--- src/rtl/fifo_ctrl.sv ---
// fifo_ctrl: pointer, count and flag control for a 2^ADDR_W-deep FIFO built around an external dual-port RAM
module fifo_ctrl #(
  parameter int DATA_W   = 8,
  parameter int ADDR_W   = 4,
  parameter int AF_LEVEL = 14,
  parameter int AE_LEVEL = 2
) (
  input  logic              clk,
  input  logic              rst,
  input  logic              push,
  input  logic [DATA_W-1:0] din,
  input  logic              pop,
  output logic [DATA_W-1:0] ram_d_in,
  output logic [ADDR_W-1:0] ram_wr_addr,
  output logic              ram_wr,
  output logic [ADDR_W-1:0] ram_re_addr,
  output logic              ram_re,
  output logic              rd_valid,
  output logic              full,
  output logic              empty,
  output logic              almost_full,
  output logic              almost_empty,
  output logic [ADDR_W:0]   count,
  output logic              overflow,
  output logic              underflow
);
  localparam logic [ADDR_W:0] ONE = (ADDR_W+1)'(1);
  localparam logic [ADDR_W:0] AF  = (ADDR_W+1)'(AF_LEVEL);
  localparam logic [ADDR_W:0] AE  = (ADDR_W+1)'(AE_LEVEL);
  logic [ADDR_W:0] wr_ptr_q, wr_ptr_d, rd_ptr_q, rd_ptr_d, count_q, count_d;
  logic            rd_valid_q, overflow_q, underflow_q, push_acc, pop_acc;
  always_comb begin
    empty        = wr_ptr_q == rd_ptr_q;
    full         = (wr_ptr_q[ADDR_W] != rd_ptr_q[ADDR_W]) && (wr_ptr_q[ADDR_W-1:0] == rd_ptr_q[ADDR_W-1:0]);
    push_acc     = push && !full && !rst;
    pop_acc      = pop && !empty && !rst;
    wr_ptr_d     = push_acc ? wr_ptr_q + ONE : wr_ptr_q;
    rd_ptr_d     = pop_acc ? rd_ptr_q + ONE : rd_ptr_q;
    count_d      = (push_acc && !pop_acc) ? count_q + ONE :
                   (pop_acc && !push_acc) ? count_q - ONE : count_q;
    ram_wr       = push_acc;
    ram_wr_addr  = wr_ptr_q[ADDR_W-1:0];
    ram_d_in     = din;
    ram_re       = pop_acc;
    ram_re_addr  = rd_ptr_q[ADDR_W-1:0];
    count        = count_q;
    almost_full  = count_q >= AF;
    almost_empty = count_q <= AE;
    rd_valid     = rd_valid_q;
    overflow     = overflow_q;
    underflow    = underflow_q;
  end
  always_ff @(posedge clk) begin
    if (rst) begin
      wr_ptr_q    <= '0;
      rd_ptr_q    <= '0;
      count_q     <= '0;
      rd_valid_q  <= 1'b0;
      overflow_q  <= 1'b0;
      underflow_q <= 1'b0;
    end else begin
      wr_ptr_q    <= wr_ptr_d;
      rd_ptr_q    <= rd_ptr_d;
      count_q     <= count_d;
      rd_valid_q  <= pop_acc;
      overflow_q  <= push && full;
      underflow_q <= pop && empty;
    end
  end
endmodule

--- config.mk ---
export PLATFORM = sky130hd
export DESIGN_NAME = fifo_ctrl
export DESIGN_NICKNAME = d
export VERILOG_FILES = /design/src/rtl/fifo_ctrl.sv
export SDC_FILE = /design/constraint.sdc
export NUM_CORES = 1
export LEC_CHECK = 0
export ABC_AREA = 1
export CORE_ASPECT_RATIO = 0.7
export CORE_MARGIN = 4
export CORE_UTILIZATION = 32
export CTS_BUF_LIST = sky130_fd_sc_hd__clkbuf_8
export DETAILED_ROUTE_END_ITERATION = 12
export GPL_TIMING_DRIVEN = 0
export PLACE_DENSITY = 0.62
export SYNTH_ARGS = -nofsm -noshare
export SYNTH_HDL_FRONTEND = slang
export SYNTH_SLANG_ARGS = --single-unit
--- constraint.sdc ---
create_clock -name clk -period 2.2 [get_ports clk]
set_input_delay 0.44 -clock clk [delete_from_list [all_inputs] [get_ports clk]]
set_output_delay 0.44 -clock clk [all_outputs]
set_load 0.01 [all_outputs]
* Word level (Yosys, flattened, before mapping)
Cells that the tools add are included.
** Operators by class
- $lt $le $gt $ge :: 2
- Multiplexer cells :: 2
- Equal/unequal tests :: 3
- Reductions and logical operators :: 15
- Add/sub/neg operators :: 4
** Operators with widths (count)
- adder 5 x 1 -> 5 bit (second input constant) :: 3
- two-way mux 5 bit :: 2
- logical AND 1 bit :: 9
- equality test 5 bit :: 1
- >= comparator 5 x 4 -> 1 bit (second input constant) :: 1
- less-or-equal comparator 5 x 2 -> 1 bit (second input constant) :: 1
- logical NOT 1 bit :: 5
- subtractor 5 x 1 -> 5 bit (second input constant) :: 1
- equality test 4 bit :: 1
- nonzero test 2 bit :: 1
- inequality test 1 bit :: 1
** Storage, ports and cells
- Register bits :: 18
- Output and inout port bits :: 30
- Bits of input ports :: 12
- Logic and storage cells :: 32

* Depth between registers and ports, before layout
- Depth after elaboration :: 9
- Mapped depth :: 17
- Mapped depth without buffers :: 17

* Worst setup path after synthesis
Ideal clock, no wire load.
- Kind :: reg2reg
- Start :: register rd_ptr_q[4]
- End :: register count_q[4] (netlist: count[4])
- Arrival time :: 2057 ps
- Setup slack :: 11 ps
- Clock period less this slack :: 2189 ps
- Setup time :: 132 ps
- Data required time :: 2068 ps
- Stages on the path, launching flop included :: 15
- Path buffers :: 0
- Path through :: dfxtp_1 -> xnor2_1 -> inv_1 -> nand3_4 -> nand2_4 -> inv_2 -> ha_1 -> inv_1 -> fa_1 -> nand2_1 -> a21oi_1 -> o21bai_1 -> nand2_1 -> nand2_1 -> a21oi_1
** Between the ends
- Word-level cells in the longest chain between the ends :: 8
- Elaborated cells between the ends (all ways) :: 15
- Classes of those cells :: eq/ne (2); mux (1); reduce/logical (12)
** RTL lines
- from (decl) :: RTL line 30 : logic [ADDR_W:0] wr_ptr_q, wr_ptr_d, rd_ptr_q, rd_ptr_d, count_q, count_d;
- from (signal assigned) :: RTL line 63 : rd_ptr_q <= rd_ptr_d;
- inequality test 1 bit * :: RTL line 34 : full = (wr_ptr_q[ADDR_W] != rd_ptr_q[ADDR_W]) && (wr_ptr_q[ADDR_W-1:0] == rd_ptr_q[ADDR_W-1:0]);
- logical AND 1 bit * :: RTL line 34
- logical NOT 1 bit * :: RTL line 35 : push_acc = push && !full && !rst;
- logical AND 1 bit * (2 in a row) :: RTL line 35
- named net ram_wr :: RTL line 15 : output logic ram_wr,
- logical NOT 1 bit :: RTL line 40 : (pop_acc && !push_acc) ? count_q - ONE : count_q;
- logical AND 1 bit :: RTL line 40
- nonzero test 2 bit (no line)
- to (signal assigned) :: RTL line 64 : count_q <= count_d;
- to (decl) :: RTL line 30
Mark *: on every way through the listed nets, which the timed path passes. The rest lies on a longest branch.
A chain may end at the register's enable or synchronous reset.

* Final worst setup path
- Start :: register rd_ptr_q[3]
- End :: register count_q[4] (netlist: count[4])
** Between the ends
- Word-level cells in the longest chain between the ends :: 8
- Elaborated cells between the ends (all ways) :: 15
- Classes of those cells :: eq/ne (2); mux (1); reduce/logical (12)
** RTL lines (RTL line)
- equality test 4 bit :: 34
- logical AND 1 bit :: 34
- logical NOT 1 bit :: 35
- logical AND 1 bit (2 in a row) :: 35
- logical NOT 1 bit :: 40
- logical AND 1 bit :: 40
- nonzero test 2 bit (no line)
Several ways; a longest one is shown, not always the timed one.

==> metrics.md <==
| Metric | Value |
|---|---|
| Reg2reg path depth | 15 |
| HPWL after detailed placement | 2.04 mm |
| Count of input and output buffers | 33 |
| Critical Path Source | rd_ptr_q[3] |
| Inserted Diodes | 0 |
| Wire length on met1 | 1.52 mm |
| Syn Area/Cell | 7.41 sq um |
| Antenna violations before repair | 0 |
| Critical Path AT | 2.27 ns |
| Clk_skew | 0.00287 ns |
| Slew HR | 66.4% |
| Peak VDD IR | 0.000386 V |
| Overall power | 1.00 mW |
| Sw frac | 32.4% |
| Via count | 1107 |
| Synth cell types | 24 |
| Status | finished, final reports clean |
| Worst skew pair latency | 0.25 ns |
| TritonCTS clock tree | yes |
| Final wirelength | 2.84 mm |
| Global placer's final weighted congestion | 0.794 |
| PD cells | 563 mW/mm^2 |
| Core Region | 0.00356 sq mm |
| Period utilisation layout | 97.8% |
| CTS root buf | clkbuf_8 |
| Fin. max-slew vios | 0 |
| RSZ-0062 raised after global routing | yes |
| R2R Setup Slk | 0.05 ns |
| GRT Total Usage | 11.8% |
| Fin nets | 227 |
| Vias in the first global route | 938 |
| DR pass1 iterations | 4 |
| Routed length on met3 | 162 um |
| Slack of the critical path | 0.0479 ns |
| Most common cell after layout, fill and taps aside | nand2_1 |
| WP data required | 2.32 ns |
| Die area | 0.00478 sq mm |
| Gate Count Post-Synth | 161 |
| Switch Pwr | 0.325 mW |
| Crit path time final | 2.15 ns |
| CP endpoint kind | register |
| Reg2reg start | rd_ptr_q[3] |
| # DRC | 0 |
| Slew @ Worst Pin | 0.505 ns |
| DIE WIDTH | 81.0 um |
| Row cnt | 18 |
| Worst setup path endpoint | count[4] |
| Max Root-Sink Buffers | 2 |
| Clk slew on worst S/H paths | 0.07 ns |
| Post-Place Setup Slack | -0.652 ns |
| Initial core utilization | 33.5% |
| GRT Residual Overflow | 0 |
| Final hold vios | 0 |
| DP Area | 0.00159 sq mm |
| Area delta synth->final | 49.5% |
| Hold_ws | 0.500 ns |
| Flop pwr share | 39.0% |
| Num CTS Buffers | 3 |
| CP startpoint kind | register |
| Crit-path max cell delay | 0.37 ns |
| Combinational power share | 37.9% |
| Syn Nets | 180 |
| Share of the yosys chip area belonging to registers | 30.2% |
| Global-route wire length before repair | 4.30 mm |
| Wire length on met2 | 1.12 mm |
| Share of layout cells above drive strength 1 | 26.7% |
| IO Pins | 42 |
| # setup viols final | 0 |
| Crit-path cells | inv_1 > nand2_1 > nand2_1 > nor2_4 > nand3_4 > nand2_8 > ha_4 > inv_4 > fa_2 > nand2_1 > a21oi_1 > o21bai_1 > nand2_1 > nand2_1 > a21oi_1 |
| WL per Instance | 11.1 um |
| Max cap viols | 0 |
| Antenna Violating Nets Remaining | 0 |
| Setup Total Neg Slack | 0 ns |
| Leakage | 0.835 nW |
| Vias/cell | 4.32 |
| Power Internal | 0.678 mW |
| # fillers | 356 |
| H-tree Lvls | 1 |
| Height of the die | 59.1 um |
| Syn. warnings | 0 |
| Initial drt markers | 70 |
| Post-route cell area | 0.00178 sq mm |
| Clock power share | 23.0% |
| Mapped cell area | 0.00119 sq mm |
| Slowest cell on crit path | dfxtp_4 |
| Worst Path Max Fanout | 6 |
| Synth Register Bits | 18 |
| Most used cell along the critical path | nand2_1 |
| Reg-to-reg endpoint | count[4] |
| Min-delay worst type | register to register |
| Top Layer Used | met4 |
| Commonest non-fill, non-tap cells in the layout | nand2_1 (28), clkdlybuf4s50_1 (26), buf_4 (25), inv_1 (19), nand3_1 (14) |
| Clk sinks | 18 |
| Worst setup path class | register to register |
| Largest net degree at the start of global routing | 11 |
| F_max | 465 MHz |
-- cells in the mapped netlist --
cell	n	area share, %
buf_4	16	10
nand3_1	14	5.9
nor2_2	2	1.0
nand3b_1	2	1.3
a31o_2	1	0.73
ha_1	6	6.3
xor2_1	6	4.4
nor2_1	15	4.7
clkbuf_1	1	0.31
nand2_4	2	1.9
o21bai_1	1	0.63
nand2_1	28	8.8
fa_1	1	1.7
nand2_2	1	0.52
nor3_1	2	0.84
inv_1	21	6.6
a2111oi_0	1	0.73
dfxtp_1	18	30
inv_2	2	0.63
o21ai_0	3	1.3
xnor2_1	4	2.9
nand3_4	2	2.9
nor2_4	1	0.94
a21oi_1	11	4.6
-- critical path: cells and delay by family, from the launching register on --
| kind | cells | cell delay [ns] |
|---|---|---|
| buf+inv | 2 | 0.12 |
| compound gates | 3 | 0.28 |
| fa+ha+maj | 2 | 0.50 |
| simple gates | 8 | 0.74 |
| flops | 1 | 0.37 |
-- metal layers --
metal / up-vias / global-route usage (%)
li1: 587 / -
met1: 479 / 17.6
met2: 36 / 15.8
met3: 5 / 3.80
met4: 0 / 3.86
met5: - / 0
-- timing repair --
item / CTS / global route
pin swaps: 3 / 4
hold buffers: 0 / 0
gates resized for setup: 24 / 10
buffers inserted: 3 / 6
endpoints found under the setup margin: 8 / 6
-- stage by stage --
step,cells,utilization [%]
6_report,256,50.1
4_1_cts,250,47.8
3_3_place_gp,244,44.5
2_1_floorplan,161,-
5_1_grt,256,50.1
3_5_place_dp,244,44.5
-- how the worst min path moves through the flow --
stage	from	endpoint	slack (ns)	depth (start not counted)
6_report	wr_ptr_q[3]	wr_ptr_q[3]	0.50	2
5_1_grt	rd_ptr_q[3]	rd_ptr_q[3]	0.52	2
4_1_cts	wr_ptr_q[3]	wr_ptr_q[3]	0.50	2
3_5_place_dp	rd_ptr_q[4]	rd_ptr_q[4]	0.50	2
3_3_place_gp	rd_ptr_q[4]	rd_ptr_q[4]	0.49	2
2_1_floorplan	rd_ptr_q[4]	rd_ptr_q[4]	0.48	2
-- layout make-up --
cell class	count	area, sq um	share of cell area [%]
sequential	18	380	21.3
multi-input combinational	103	686	38.5
tap	50	62.6	3.51
inverter	23	88.8	4.98
timing repair buffer	42	400	22.5
clock buffer	3	41.3	2.32
buffer	17	124	6.95
-- power groups by stage --
stage | logic, mW | clock network (mW) | registers (mW)
5_1_grt | 0.419 | 0.248 | 0.397
2_1_floorplan | 0.192 | 0 | 0.396
6_report | 0.381 | 0.231 | 0.392
3_3_place_gp | 0.330 | 0 | 0.397
3_5_place_dp | 0.332 | 0 | 0.397
4_1_cts | 0.347 | 0.239 | 0.393
-- flip-flops by register name (all words and copies together) (netlist names) --
name and cells:
underflow 1, overflow 1, wr_ptr_q 5, rd_ptr_q 5, count 5, rd_valid 1
-- cells by family (layout without fill, tap and decap cells) --
logic type,count (synthesis),in the layout,share of synthesized area (%)
AO/OA/AOI/OAI,17,17,7.97
adder cells (fa/ha/maj),7,7,7.97
flip-flops,18,18,30.2
AND/OR/NAND/NOR,69,69,28.9
XOR/XNOR,10,10,7.34
buffers and inverters,40,85,17.6
No activity file was read; power rests on OpenSTA's default activity.
